==> src/rtl/xor_parity_arb.sv <==
// Bit-serial even-parity engine: two requesters share one 1-bit XOR cell
// through a round-robin arbiter; the latched word is shifted out LSB-first.

module xor_1 (
  input  logic a,
  input  logic b,
  output logic y
);
  assign y = a ^ b;
endmodule

module xor_parity_arb #(
  parameter int WIDTH = 8
) (
  input  logic             clk,
  input  logic             rst,
  input  logic             req0,
  input  logic [WIDTH-1:0] data0,
  input  logic             req1,
  input  logic [WIDTH-1:0] data1,
  output logic             gnt0,
  output logic             gnt1,
  output logic             busy,
  output logic             done,
  output logic             parity,
  output logic             src
);

  localparam int CW = $clog2(WIDTH);

  typedef enum logic [1:0] {IDLE, RUN, DONE} state_t;

  state_t           state, next_state;
  logic [WIDTH-1:0] shreg;
  logic [CW-1:0]    cnt;
  logic             acc;
  logic             acc_next;
  logic             last;
  logic             cur;
  logic             winner;
  logic             take;
  logic             last_bit;

  xor_1 u_xor (
    .a (acc),
    .b (shreg[0]),
    .y (acc_next)
  );

  assign busy = (state != IDLE);

  // On a tie the requester that was not served most recently wins.
  always_comb begin
    next_state = state;
    take       = 1'b0;
    winner     = 1'b0;
    last_bit   = (cnt == CW'(WIDTH - 1));
    case (state)
      IDLE: begin
        if (req0 || req1) begin
          take       = 1'b1;
          winner     = (req0 && req1) ? ~last : req1;
          next_state = RUN;
        end
      end
      RUN:     if (last_bit) next_state = DONE;
      DONE:    next_state = IDLE;
      default: next_state = IDLE;
    endcase
  end

  always_ff @(posedge clk) begin
    if (rst) state <= IDLE;
    else     state <= next_state;
  end

  always_ff @(posedge clk) begin
    if (rst) begin
      shreg  <= '0;
      cnt    <= '0;
      acc    <= 1'b0;
      cur    <= 1'b0;
      last   <= 1'b1;
      gnt0   <= 1'b0;
      gnt1   <= 1'b0;
      done   <= 1'b0;
      parity <= 1'b0;
      src    <= 1'b0;
    end else begin
      gnt0 <= 1'b0;
      gnt1 <= 1'b0;
      done <= 1'b0;
      if (take) begin
        shreg <= winner ? data1 : data0;
        acc   <= 1'b0;
        cnt   <= '0;
        cur   <= winner;
        gnt0  <= ~winner;
        gnt1  <= winner;
      end else if (state == RUN) begin
        acc   <= acc_next;
        shreg <= shreg >> 1;
        cnt   <= cnt + CW'(1);
        // The last bit's XOR result is the word's parity.
        if (last_bit) begin
          parity <= acc_next;
          src    <= cur;
          last   <= cur;
          done   <= 1'b1;
        end
      end
    end
  end

endmodule
==> config.mk <==
export PLATFORM = sky130hd
export DESIGN_NAME = xor_parity_arb
export DESIGN_NICKNAME = d
export VERILOG_FILES = /design/src/rtl/xor_parity_arb.sv
export SDC_FILE = /design/constraint.sdc
export NUM_CORES = 1
export LEC_CHECK = 0
export ABC_AREA = 0
export CAP_MARGIN = 30
export CORE_MARGIN = 1.5
export CORE_UTILIZATION = 40
export DETAILED_ROUTE_END_ITERATION = 6
export PLACE_DENSITY = 0.74
export SLEW_MARGIN = 20
export SYNTH_ARGS = -nofsm -noshare
export SYNTH_HDL_FRONTEND = slang
export SYNTH_SLANG_ARGS = --single-unit
==> constraint.sdc <==
create_clock -name clk -period 3.6 [get_ports clk]
set_input_delay 0.9 -clock clk [delete_from_list [all_inputs] [get_ports clk]]
set_output_delay 0.9 -clock clk [all_outputs]
set_load 0.01 [all_outputs]
# After elaboration in Yosys (flattened, before gate mapping)
# Index checks and enable logic that the tools add are counted.
# word_totals
reg_bits	21
in_bits	20
output_inout_bits	6
# op_classes
add_sub_neg	1
n_eq_ne	4
muxes	12
bitwise	5
n_reduce_logical	10
# op_table
op	count
$mux 8	3
$mux 1	6
$mux 2	2
$ne 2x2->1 const B	2
$not 1->1	4
$pmux 2 s2	1
$reduce_bool 2->1	2
$reduce_or 2->1	2
$add 3x1->3 const B	1
$eq 3x3->1 const B	1
$reduce_and 3->1	1
$reduce_or 3->1	1
$eq 2x1->1 const B	1
$logic_not 2->1	1
$reduce_and 2->1	1
$logic_and 1x1->1	1
$logic_or 1x1->1	1
$xor 1x1->1	1

# Depth between registers and ports, before layout
# logic_depth
depth_word	6
depth_mapped	6

# Hierarchy
# Synthesis repeated with hierarchy kept, for this count alone.
# unflattened
cells_unflattened	107
area_unflattened_um2	969.7
# by_module_without_submodules
mod	n_inst	cells_each	area_each_um2
xor_parity_arb	1	106	960.9
xor_1	1	1	8.8

# Worst setup path after synthesis
# Ideal clock, no wire load.
# synth_timing
path_type	input to register
from	in req1
to	reg shreg[5]
setup_ns	0.134
t_arrival_ns	1.638
path_slack_ns	1.828
cell_stages	5
path_buffers	1
cell_sequence	nor3_1 -> or2_2 -> buf_2 -> a221oi_1 -> a211oi_1
# synth_between
elab_chain_cells	6
elab_cells_between_ends	10
cone_classes	mux: 7; reduce/logical: 3
# synth_lines
item	line	source
start, declared	19	input logic req1,
$logic_and 1x1->1	62	winner = (req0 && req1) ? ~last : req1;
$mux 1	62	
$mux 1	60	if (req0 || req1) begin
$mux 1	58	case (state)
$mux 8	94	shreg <= winner ? data1 : data0;
$mux 8	93	if (take) begin
end signal, assigned	94	
end signal, assigned	102	shreg <= shreg >> 1;
end, declared	34	logic [WIDTH-1:0] shreg;
# Parallel ways exist; a longest one is shown, timed or not.
# A chain may end at the register's enable or synchronous reset.

# Worst setup path in the final report
# layout_timing
from	reg state[0]
to	out busy
# layout_between
elab_chain_cells	1
# layout_lines
item	line	source
start, declared	33	state_t state, next_state;
start signal, assigned	74	else state <= next_state;
$reduce_bool 2->1	50	assign busy = (state != IDLE);
end, declared	23	output logic busy,
# Every way passes these cells.

==> results.ini <==
[status]
run_status = finished, final reports clean

[logic_synthesis]
synth_xor_area_share_pct = 2.85
synth_compound_area_share_pct = 18.8
synth_top_family_by_area = simple AND/OR/NAND/NOR gates
synthSimpleGateAreaFrac_pct = 22.3
muxShareOfSynthArea_pct = 3.26
synth.cell_area_sq_um = 921
syn_inst = 104
synth_area_leader_cell = dfxtp_1
synth_adder_area_share_pct = 2.72
ys_seq_elements = 21
synth-edff-count = 0
syn_area_per_cell_sq_um = 8.85
synth_flop_cell = dfxtp_1
ys_warn_count = 0
postSynth.asyncResetShare_pct = 0
synthesis.nets = 126
synth.distinct_cells = 27
synth_top_area_share_pct = 45.7
ys_seq_area_share_pct = 45.7
yosys-top-cells-area = dfxtp_1, nor2_1, a211oi_1

[critical_path]
crit_path_end_kind = primary output
path_cells = or2_1 > clkdlybuf4s50_1
cp-startpoint = state[0]
start_kind = flop
critPathBufInv = 1
critPathSlowestCell = clkdlybuf4s50_1
crit_family = buffers and inverters
critPathMaxStageDelay_ns = 0.60
crit_fanout = 12
worstPathArrival_ns = 1.80
worstSetupPathType = flop to primary output
r2r-start = state[0]
crit_required_ns = 2.70

[clocking]
numCtsBuffers = 3
post-cts-setup-buffers = 0
cts_sinks = 21
clockRootBuffer = clkbuf_4
cts_hold_buffers = 0
cts_tree = yes
path_clk_slew_ns = 0.11
htree_levels = 1
ctsResizeCount = 0
clk_latency_ns = 0.30
clk_path_buf_depth = 2

[cells_and_area]
largest-register = shreg
final_util_pct = 54.8
drive_above_1_share_pct = 6.30
area_growth_pct = 30.3
largest_register_ff_count = 8
nets = 150
final_cells = 155
diodes = 0
top_regs = shreg (8), cnt (3), state (2)

[timing]
maxSlewViolCount = 0
skew_ns = 0.00572
fin_tns_setup_ns = 0
holdWs_ns = 0.485
fin_crit_ns = 2.70
rsz0062_at_grt = no
fmax_ghz = 0.371
fin_crit_sh_pct = 75.0
fin_ws_ns = 0.901
tightest_slew_ns = 0.577
finalSetupViolCount = 0
hold_viol_final = 0
max_slew_margin_pct = 61.4

[pwr]
powerDensity_mw_per_mm2 = 359
peakVddDrop_mv = 0.247
p_leak_nw = 0.458

[global_routing]
grt_pass1_vias = 783
overflow = 0
track_usage_pct = 15.7
antenna_found_initial = 0
grt_pass1_wl_mm = 3.13
grt_max_degree = 18

[detailed_routing]
routed_wl_mm = 1.97
via_per_inst = 5.15
num_vias = 798
post_drt_wl_per_cell_microns = 12.7
drt-pass1-iter-count = 5
drc = 0
drt_iter0_drc = 10
antenna_left = 0

[floorplan]
ios = 26
core-area_sq_mm = 0.00219
die_y_microns = 51.0
die_w_microns = 51.0
num_rows = 17
start_util_pct = 42.0
die-area_sq_mm = 0.00260

[placed_design]
placed_cells = 151
place_ws_ns = 1.17
post-dp-hpwl_mm = 1.45
routabilityCongestion = 0.777
io_buffers = 25

[min_path]
worstHoldStart = src
holdCritPathClass = flop to flop

[job]
cap_violations = 0

-- cells in the final DEF, fill, tap and decap left out, drive strengths merged, types with 3 or more instances in the layout --
master / Yosys / layout
a221oi: 6 / 6
clkdlybuf4s50: 0 / 25
a211oi: 8 / 8
nor2b: 3 / 3
nor2: 19 / 19
clkbuf: 2 / 3
mux2i: 3 / 3
dfxtp: 21 / 21
nor3: 4 / 4
a21oi: 5 / 5
nand2: 12 / 12
-- cell families after synthesis --
family                   count (synthesis)
AO/OA/AOI/OAI                           24
XOR/XNOR                                 3
adder cells (fa/ha/maj)                  2
buffers and inverters                    8
flip-flops                              21
multiplexers                             3
AND/OR/NAND/NOR                         43
-- worst min-delay path, cell delays in order (launching register included) --
cell and delay [ns]:
dfxtp_1 0.33, nand2_1 0.05, a21oi_1 0.06
-- metrics by stage --
stage                     instance area, sq um  power [mW]
after detailed placement                  1170       0.325
after global routing                      1200       0.450
after CTS                                 1200       0.435
after global placement                    1170       0.323
after floorplan                            921       0.295
final                                     1200       0.431
-- cells in the mapped netlist, types with 3 or more instances --
cell type	n
a211oi_1	8
a21oi_1	5
a221oi_1	6
buf_2	3
dfxtp_1	21
mux2i_1	3
nand2_1	12
nor2_1	18
nor2b_1	3
nor3_1	3
-- power breakdown --
part	switching (mW)	leakage, nW	internal [mW]
combinational	0.0296	0.269	0.0389
clock	0.0704	0.0177	0.0413
sequential	0.00784	0.172	0.243
-- worst paths after layout --
path / end / slack (ns) / depth (start not counted)
max: busy / 0.90 / 2
min: src / 0.49 / 2
max reg2reg: last / 1.92 / 4
min reg2reg: src / 0.49 / 2
-- per-layer routing --
layer / wire [microns] / GRT usage (%)
met1: 893 / 16.8
met2: 1010 / 31.6
met3: 64 / 2.63
met4: 0 / 2.70
met5: 0 / 0
-- layout make-up --
| class | count | area [sq um] |
|---|---|---|
| sequential | 21 | 420 |
| clock buffer | 3 | 22.5 |
| fill | 212 | 991 |
| clock inverter | 1 | 5.00 |
| tap | 28 | 35.0 |
| timing repair buffer | 25 | 250 |
| inverter | 2 | 7.51 |
| multi-input combinational | 75 | 459 |
No activity file was read; power rests on OpenSTA's default activity.
